===== config.mk =====
export PLATFORM = sky130hd
export DESIGN_NAME = addsub_acc_ctrl
export DESIGN_NICKNAME = d
export VERILOG_FILES = /design/src/rtl/addsub_pkg.sv /design/src/rtl/cmd_fifo.sv /design/src/rtl/addsub_acc_ctrl.sv
export SDC_FILE = /design/constraint.sdc
export NUM_CORES = 1
export LEC_CHECK = 0
export CELL_PAD_IN_SITES_DETAIL_PLACEMENT = 0
export CELL_PAD_IN_SITES_GLOBAL_PLACEMENT = 1
export CORE_MARGIN = 2
export CORE_UTILIZATION = 47
export CTS_CLUSTER_SIZE = 16
export DETAILED_ROUTE_END_ITERATION = 6
export GPL_TIMING_DRIVEN = 0
export MAX_ROUTING_LAYER = met4
export PLACE_DENSITY = 0.84
export SYNTH_ARGS = -nofsm -noshare
export SYNTH_HDL_FRONTEND = slang
export SYNTH_SLANG_ARGS = --single-unit
export TNS_END_PERCENT = 20

===== constraint.sdc =====
create_clock -name clk -period 4.85 [get_ports clk]
set_input_delay 0.97 -clock clk [delete_from_list [all_inputs] [get_ports clk]]
set_output_delay 0.97 -clock clk [all_outputs]
set_load 0.02 [all_outputs]

===== src/rtl/addsub_pkg.sv =====
// Shared encodings for the add/sub accumulator controller and its command FIFO.
package addsub_pkg;

    localparam int FIFO_DEPTH_DEFAULT = 4;
    localparam int DATA_W             = 8;

    typedef enum logic [1:0] {
        OP_ADD   = 2'b00,
        OP_SUB   = 2'b01,
        OP_LOAD  = 2'b10,
        OP_CLEAR = 2'b11
    } op_e;

    typedef enum logic [1:0] {
        IDLE = 2'b00,
        EXEC = 2'b01,
        RESP = 2'b10
    } state_e;

    // One buffered command: opcode in the top two bits, operand below.
    typedef struct packed {
        logic [1:0]        op;
        logic [DATA_W-1:0] data;
    } cmd_t;

    localparam int CMD_W = $bits(cmd_t);

    // ADD and SUB are the only ops that go through the external add/sub.
    function automatic logic is_arith(input op_e op);
        return (op == OP_ADD) || (op == OP_SUB);
    endfunction

endpackage


===== src/rtl/cmd_fifo.sv =====
// Command buffer: DEPTH-entry FIFO of cmd_t with full/empty flags.
// DEPTH must be a power of two so the pointers wrap by plain overflow.
module cmd_fifo
    import addsub_pkg::*;
#(
    parameter int DEPTH = FIFO_DEPTH_DEFAULT
) (
    input  logic clk,
    input  logic rst_n,
    input  logic push,
    input  cmd_t wr_data,
    input  logic pop,
    output cmd_t rd_data,
    output logic full,
    output logic empty
);

    localparam int PTR_W = $clog2(DEPTH);
    localparam logic [PTR_W:0] DEPTH_CNT = DEPTH[PTR_W:0];

    cmd_t             mem [DEPTH];
    logic [PTR_W-1:0] wr_ptr;
    logic [PTR_W-1:0] rd_ptr;
    logic [PTR_W:0]   count;
    logic             do_push;
    logic             do_pop;

    assign full    = (count == DEPTH_CNT);
    assign empty   = (count == '0);
    assign do_push = push && !full;
    assign do_pop  = pop && !empty;
    assign rd_data = mem[rd_ptr];

    // Pointer and occupancy bookkeeping; simultaneous push+pop leaves count alone.
    always_ff @(posedge clk or negedge rst_n) begin
        // NOTE: sequential state uses <= so every register samples pre-edge values.
        if (!rst_n) begin
            wr_ptr <= '0;
            rd_ptr <= '0;
            count  <= '0;
        end else begin
            if (do_push) wr_ptr <= wr_ptr + PTR_W'(1);
            if (do_pop)  rd_ptr <= rd_ptr + PTR_W'(1);
            case ({do_push, do_pop})
                2'b10:   count <= count + 1'b1;
                2'b01:   count <= count - 1'b1;
                default: count <= count;
            endcase
        end
    end

    // Entry storage.
    always_ff @(posedge clk) begin
        // NOTE: storage is not reset; empty/count gate every read, so contents never matter while empty.
        if (do_push) mem[wr_ptr] <= wr_data;
    end

endmodule


===== src/rtl/addsub_acc_ctrl.sv =====
// Accumulator controller: buffers commands, drives an external 8-bit add/sub,
// and returns the running accumulator with per-result and sticky overflow.
module addsub_acc_ctrl
    import addsub_pkg::*;
#(
    parameter int FIFO_DEPTH = FIFO_DEPTH_DEFAULT
) (
    input  logic       clk,
    input  logic       rst_n,
    input  logic       in_valid,
    output logic       in_ready,
    input  logic [1:0] in_op,
    input  logic [7:0] in_data,
    output logic [7:0] as_a,
    output logic [7:0] as_b,
    output logic       as_opcode,
    input  logic [7:0] as_sum,
    input  logic       as_ovf,
    output logic       out_valid,
    input  logic       out_ready,
    output logic [7:0] out_acc,
    output logic       out_ovf,
    output logic       sticky_ovf,
    input  logic       clr_sticky
);

    state_e     state;
    state_e     state_nxt;
    cmd_t       fifo_wr;
    cmd_t       fifo_rd;
    logic       fifo_full;
    logic       fifo_empty;
    logic       fifo_pop;
    op_e        cur_op;
    logic [7:0] acc;
    logic       in_exec;

    assign fifo_wr  = cmd_t'{op: in_op, data: in_data};
    assign in_ready = !fifo_full;
    assign in_exec  = (state == EXEC);
    assign out_acc  = acc;

    cmd_fifo #(
        .DEPTH (FIFO_DEPTH)
    ) u_cmd_fifo (
        .clk     (clk),
        .rst_n   (rst_n),
        .push    (in_valid),
        .wr_data (fifo_wr),
        .pop     (fifo_pop),
        .rd_data (fifo_rd),
        .full    (fifo_full),
        .empty   (fifo_empty)
    );

    // FSM state register.
    always_ff @(posedge clk or negedge rst_n) begin
        if (!rst_n) state <= IDLE;
        else        state <= state_nxt;
    end

    // Next state, FIFO pop and result-valid decode.
    always_comb begin
        // NOTE: defaults first so no path through the case leaves an output unassigned (no latch).
        state_nxt = state;
        fifo_pop  = 1'b0;
        out_valid = 1'b0;
        case (state)
            IDLE: begin
                if (!fifo_empty) begin
                    fifo_pop  = 1'b1;
                    state_nxt = EXEC;
                end
            end
            EXEC: state_nxt = RESP;
            RESP: begin
                out_valid = 1'b1;
                if (out_ready) state_nxt = IDLE;
            end
            default: state_nxt = IDLE;
        endcase
    end

    // Operand capture on IDLE->EXEC; held otherwise so the add/sub result stays valid.
    always_ff @(posedge clk or negedge rst_n) begin
        if (!rst_n) begin
            as_a      <= '0;
            as_b      <= '0;
            as_opcode <= 1'b0;
            cur_op    <= OP_ADD;
        end else if (fifo_pop) begin
            as_a      <= acc;
            as_b      <= fifo_rd.data;
            as_opcode <= fifo_rd.op[0];
            cur_op    <= op_e'(fifo_rd.op);
        end
    end

    // Accumulator and per-result overflow, updated once per command in EXEC.
    always_ff @(posedge clk or negedge rst_n) begin
        if (!rst_n) begin
            acc     <= '0;
            out_ovf <= 1'b0;
        end else if (in_exec) begin
            case (cur_op)
                OP_ADD, OP_SUB: begin
                    acc     <= as_sum;
                    out_ovf <= as_ovf;
                end
                OP_LOAD: begin
                    acc     <= as_b;
                    out_ovf <= 1'b0;
                end
                default: begin
                    acc     <= '0;
                    out_ovf <= 1'b0;
                end
            endcase
        end
    end

    // Sticky overflow: an overflowing ADD/SUB takes priority over a clear request.
    always_ff @(posedge clk or negedge rst_n) begin
        if (!rst_n)                                 sticky_ovf <= 1'b0;
        else if (in_exec && is_arith(cur_op) && as_ovf) sticky_ovf <= 1'b1;
        else if (clr_sticky)                        sticky_ovf <= 1'b0;
    end

endmodule


==> results.txt, run 1 <==
The commonest non-fill, non-tap cell in the layout is sky130_fd_sc_hd__clkdlybuf4s50_1. The internal power summed over all cells came out at 1.78 mW. The worst vdd rail ir drop is 0.448 mV. The combinational family with the most area after synthesis is multiplexers. In this run the core area contains 29 standard-cell rows.

Sorting the synthesized cells by area gives the leading types as sky130_fd_sc_hd__edfxtp_1 38%, sky130_fd_sc_hd__dfrtp_1 30%, sky130_fd_sc_hd__mux4_2 7.2%. The number of buffers and inverters on the critical path is 1. The count of cells in the finished layout, fillers not included, comes to 331. The post-synthesis mux area share came out at 0.155. The number of I/O pins is 53. In this run the cell area measured after placement is 3740 µm².

Of the total synthesized cell area, the portion taken by XOR and XNOR cells is 0.0168. The number of global-route vias before repair is 1721. The least setup slack across all paths after layout is 2.08 ns. The total placed cells including tap cells is 315. In this run, post-CTS hold repair placed 0 buffers.

The minimum clock period came out at 2.77 ns. The worst-margin pin slew is 0.828 ns. The flow ran to the end, and the final reports show no timing, DRC or antenna violations.

The total global routing overflow is 0. Between clock sinks in the finished design, the worst skew comes to 0.00830 ns. The part of the power in the clock network came out at 0.178. The cell family contributing the most delay on the critical path is buffers and inverters. The starting density of the core is 0.490. The die extent in x is 85.6 µm. The clock buffer count from CTS came out at 9. Setup repair after global routing left no endpoint under its margin. For this run, the total global-route usage over all layers was measured as 0.167. Clock-pin slew was measured on the worst setup and hold paths at 0.08 ns. The synthesized netlist contains 31 unique library cells. The data arrival time of the worst path came out at 1.80 ns. The first detailed-routing pass took 5 iterations.

The first-pass GRT wire length came out at 8810 µm. The number of slew-limit violations in the final report came out at 0. The pin count of the biggest net entering global routing is 38.

Of the total power, registers draw 0.391. The die span in y is 85.6 µm. The fraction of final layout cells sized beyond drive strength 1 came out at 0.205. The count of nets left with antenna violations once routing finished came out at 0. The clock latency at the later pin of the worst-skew pair came out at 0.34 ns.

The synthesized area is 3130 µm². The clock net in this run drives a total of 77 sinks. The first routing iteration left 68 violations. The worst setup path category is reg2out. After routing, the total negative slack on setup checks comes to 0 ns. The via count came out at 1666.

The analysis attributes to cell leakage a power of 1.57 nW. Based on the critical path, the design can be clocked at up to 361 MHz. The sum of routed wire length over all layers is 5280 µm. STA classifies the critical path endpoint as an output port. The area share of the leading cell type in the synthesized netlist came out at 0.384.

The tree is rooted in a sky130_fd_sc_hd__clkbuf_8. The number of maximum-capacitance violations is 0. The number of buffers on the longest clock path came out at 2. The delay contributed by the slowest stage of the critical path is 0.58 ns. The top cell types in the final layout, fill and taps aside, are 51 x sky130_fd_sc_hd__clkdlybuf4s50_1, 40 x sky130_fd_sc_hd__edfxtp_1, 37 x sky130_fd_sc_hd__dfrtp_1. The switching power total came out at 897 µW. The number of nets in the finished design is 279. The max-slew headroom at the worst pin is 0.448. The number of antenna violations at the first check in global routing came to 0. Post-CTS repair changed the size of 0 cells.

The total power is 2.67 mW. The half-perimeter wire length of the detailed placement result came out at 3680 µm. The die footprint came out at 7330 µm². The slowest stage of the critical path belongs to the cell sky130_fd_sc_hd__clkdlybuf4s50_1. The count of endpoints failing hold in the final timing report is 0. Walking the worst path, the cells encountered are or3b_1 -> clkdlybuf4s50_1. The count of buffers from port buffering is 52. Of the total power, the share spent switching nets is 0.336. The cell area after layout came out at 3940 µm². Setup violations remaining at the end of the flow were counted as 0. The largest fanout on the critical path is 6. TritonCTS built the clock tree. Of the synthesized area, sequential elements account for 0.679. The count of unresolved DRC violations after routing came out at 0. The core region is 6390 µm². The synthesized design spends more area on one cell type than any other, namely sky130_fd_sc_hd__edfxtp_1. Relative to the synthesized area, the layout overhead comes to 25.9%.

Of the total power, combinational logic draws 0.432. The H-tree was split into 3 levels. The adder-cell area share of the yosys netlist came out at 0.0264. The number of buffers added for setup after CTS is 0. The worst setup slack after placement came out at 2.08 ns.

The ratio of routed vias to standard cells came out at 5.03. The data required time at the worst endpoint is 3.88 ns. The average detailed-routed wire length per instance is 15.9 µm.

The number of nets in the synthesized netlist is 216. The Yosys warning count came out at 0. The count of inserted antenna diode cells came out at 0.

The area fraction in compound gates after synthesis is 0.0320. A synthesized cell averages 16.8 µm². The count of mapped cells out of synthesis is 186. The total of flip-flops plus latches after synthesis is 77. The simple-gate portion of the synthesized area came out at 0.0556. Power spread over the standard cell area amounts to 678 nW/µm². The part of the cycle the worst path needs is 0.571. Routability-driven placement finished with a final weighted congestion of 0.699. In this run the worst hold path is classified as reg2reg.

STA classifies the critical path startpoint as a flip-flop.
-- cell families after synthesis --
| group | count (synthesis) |
|---|---|
| AOI/OAI and AO/OA | 19 |
| xor gates and xnor gates | 6 |
| adders and majority gates | 6 |
| buffers and inverters | 18 |
| DFF | 77 |
| muxes | 30 |
| and+or+nand+nor | 30 |
-- power groups by stage --
stage	Combinational (mW)	Sequential (mW)	Clock, mW
after global placement	1.16	1.05	0
after detailed placement	1.18	1.06	0
final	1.15	1.04	0.475
after CTS	1.18	1.05	0.487
after floorplan	0.677	1.15	0
after global routing	1.25	1.07	0.519
-- layer usage --
metal  track usage  part of all wire  up-vias  wire length [µm]
met5             -                 0        -                 0
met4        0.0779             0.016        0                85
met3        0.0375             0.045        9               235
met2         0.256              0.49       40              2590
met1         0.215              0.45      810              2360
li1              -                 -      807                 -
-- path summary, 6_finish.rpt --
kind,from,cells past startpoint,end,slack [ns]
worst max register to register,u_cmd_fifo.count[0],11,u_cmd_fifo.count[2],2.56
worst min register to register,u_cmd_fifo.count[2],1,u_cmd_fifo.count[2],0.49
worst min-delay path,u_cmd_fifo.count[2],1,u_cmd_fifo.count[2],0.49
worst max-delay path,u_cmd_fifo.count[0],2,in_ready,2.08
max in group asynchronous,rst_n,1,as_a[7],3.60
min in group asynchronous,rst_n,1,as_a[0],0.71
-- cells in the mapped netlist, drive strengths merged --
| library cell | n |
|---|---|
| inv | 10 |
| a21o | 2 |
| mux2i | 1 |
| xnor2 | 4 |
| fa | 1 |
| and2 | 1 |
| ha | 5 |
| clkbuf | 3 |
| o21ai | 9 |
| nand2 | 8 |
| xor2 | 2 |
| buf | 5 |
| or3b | 1 |
| nor2 | 1 |
| or4b | 1 |
| nand2b | 2 |
| and3 | 4 |
| or3 | 1 |
| nor3b | 1 |
| mux2 | 19 |
| nor2b | 9 |
| nor3 | 1 |
| edfxtp | 40 |
| mux4 | 10 |
| dfrtp | 37 |
| a21oi | 8 |
-- flip-flops by register name, indices dropped and copies added, names as in the netlist --
register	cells
u_cmd_fifo.wr_ptr	2
sticky_ovf	1
out_acc	8
u_cmd_fifo.mem	40
state	2
cur_op	2
u_cmd_fifo.rd_ptr	2
u_cmd_fifo.count	3
out_ovf	1
as_b	8
as_a	8
-- cell type report --
cell class | instances | area, µm²
clock inverters | 7 | 76.3
multi-input cells | 91 | 896
repair buffers | 52 | 515
inverters | 10 | 45.0
well taps | 77 | 96.3
fillers | 497 | 2440
flip-flops and latches | 77 | 2130
plain buffers | 8 | 62.6
clock buffers | 9 | 124
-- through the flow --
stage	util	hold WS, ns
2_1_floorplan	-	0.455
3_3_place_gp	0.587	0.465
3_5_place_dp	0.586	0.473
4_1_cts	0.617	0.488
5_1_grt	0.617	0.498
6_report	0.617	0.486
(Power assumes the default switching activity.)
==> run 2: changes to the inputs <==
Settings changed: CORE_UTILIZATION 47 to 40, PLACE_DENSITY 0.84 to 0.76.
Clock period 4.85 ns to 2.3 ns, I/O delays scaled along.
==> results.txt, run 2 (synthesis gave the netlist of run 1 again) <==
The clock arrives with 0.00830 ns of skew. The ratio of routed vias to standard cells came out at 4.67. The half-perimeter wire length of the detailed placement result came out at 3800 µm. The die extent in x is 92.5 µm.

For this design, the sink count on the clock tree is 77. The worst setup path is of the reg2out kind. In the finished design, the share of the clock period the worst path needs comes to 0.952.

The number of I/O pins came out at 53. The pin count of the biggest net entering global routing is 38. Timing analysis after detailed placement gives a worst setup slack of 0.0248 ns. The fraction of final layout cells sized beyond drive strength 1 is 0.227.

The number of maximum-capacitance violations came out at 0. The worst setup path is captured at an output port. The initial utilization of the core area, before any placement, comes to 0.409.

The first-pass detailed-route iteration total is 3. The clock buffer count from CTS came out at 9. The smallest clock period supported by the final layout is computed as 2.19 ns. The count of endpoints failing hold in the final timing report is 0. The count of inserted antenna diode cells is 0. TritonCTS built the clock tree.

Once layout is complete, the utilization of the core stands at 0.527. The total routing usage reported by global routing came out at 0.144. The first global-routing pass estimated 8830 µm of wire. The final setup violation count came out at 0. During placement, the flow inserted port buffers numbering 52. The data required time at the worst endpoint came out at 1.84 ns.

The average detailed-routed wire length per instance came out at 15.2 µm. In the layout the commonest cells are 51 x sky130_fd_sc_hd__clkdlybuf4s50_1, 40 x sky130_fd_sc_hd__edfxtp_1, 37 x sky130_fd_sc_hd__dfrtp_1. For the final routed database, the setup TNS stands at 0 ns. After clock tree synthesis, the clock-pin slew on the worst setup and hold paths is 0.08 ns.

The die span in y is 92.5 µm. The final estimated routing congestion in global placement is 0.728. The sum of routed wire length over all layers is 5510 µm.

The number of nets in the finished design came out at 285. The number of antenna violations at the first check in global routing is 0. The via count is 1691. The path class of the tightest hold or removal check is in2async. The leakage power came out at 1.60 nW. The number of global-route vias before repair came out at 1748.

The cell area after layout came out at 4030 µm². Once placement finished, the instance area stood at 3770 µm². The count of standard-cell rows came out at 32. After floorplanning, the core was sized to cover 7650 µm². The max-slew headroom at the worst pin is 0.439.

Setup repair after global routing left no endpoint under its margin. The total global routing overflow came out at 0. The post-detailed-route count of antenna-violating nets came out at 0. The data arrival time of the worst path is 1.73 ns.

The synthesis-to-finish area growth came out at 28.7%. The die footprint is 8550 µm². The number of buffers on the longest clock path came out at 2. After layout, the worst setup slack is 0.109 ns.

The flow ran to the end, and the final reports show no timing, DRC or antenna violations. The largest fanout on the critical path is 6. The master cell of the clock root buffer is sky130_fd_sc_hd__clkbuf_8. The number of slew-limit violations in the final report came to 0. The count of unresolved DRC violations after routing came out at 0. The worst vdd rail ir drop came out at 0.444 mV. The clock latency at the later pin of the worst-skew pair is 0.34 ns. The areal power density over the cells came out at 1440 nW/µm². The worst setup path is launched from a flip-flop.

For the pin with the worst max-slew slack, the measured transition is 0.842 ns. The peak clock frequency supported by timing is 457 MHz. Leaving out fill and tap cells, the most frequent cell in the layout is sky130_fd_sc_hd__clkdlybuf4s50_1.

The flip-flop count of the largest register after layout is 40. The detailed router finished its first iteration with 63 violations. The maximum level of the CTS H-tree is 3. u_cmd_fifo.mem holds more flip-flops than any other register.
run 2: worst max-delay path: stages (launching register included):
cell                              delay, ns
sky130_fd_sc_hd__dfrtp_1               0.40
sky130_fd_sc_hd__or3b_4                0.44
sky130_fd_sc_hd__clkdlybuf4s50_1       0.55
run 2: area by class of cell:
cell class,instances,area (µm²)
flip-flops and latches,77,2130
multi-input cells,91,906
repair buffers,59,568
well taps,102,128
inverters,10,45.0
plain buffers,7,42.5
fillers,633,3620
clock inverters,7,90.1
clock buffers,9,124
run 2: metrics by stage:
step | instances | hold slack (ns) | total power [mW]
after CTS | 356 | 0.224 | 5.82
after global placement | 340 | 0.467 | 4.68
after global routing | 362 | 0.259 | 6.19
after floorplan | 186 | 0.164 | 3.86
after detailed placement | 340 | 0.473 | 4.73
final | 362 | 0.212 | 5.81
run 2: worst paths after layout:
kind,start,to,slack [ns],cells after the start
worst max-delay path,u_cmd_fifo.count[1],in_ready,0.11,2
worst min-delay path,rst_n,sticky_ovf,0.21,1
worst max register to register,state[0],u_cmd_fifo.count[2],0.13,9
worst min register to register,out_ovf,out_ovf,0.49,1
max in group asynchronous,rst_n,as_b[6],1.55,1
min in group clk,out_ovf,out_ovf,0.49,1
run 2: metal layers:
metal	up-vias	track usage	wire length, µm
met3	12	0.0334	213
li1	809	-	-
met2	36	0.220	2690
met1	834	0.180	2510
met4	0	0.0746	106
met5	-	-	0
run 2: power breakdown:
group | internal, mW | total (mW) | switching [mW] | leakage, nW
Combinational | 1.36 | 2.52 | 1.16 | 0.682
Sequential | 1.94 | 2.20 | 0.266 | 0.820
Clock | 0.603 | 1.08 | 0.480 | 0.0966
run 2: repair_timing:
action / in CTS / in global routing
gates resized for setup: 0 / 3
endpoints found under the setup margin: 0 / 2
hold buffers: 0 / 0
endpoints found under the hold margin: 0 / 0
setup buffers: 0 / 7
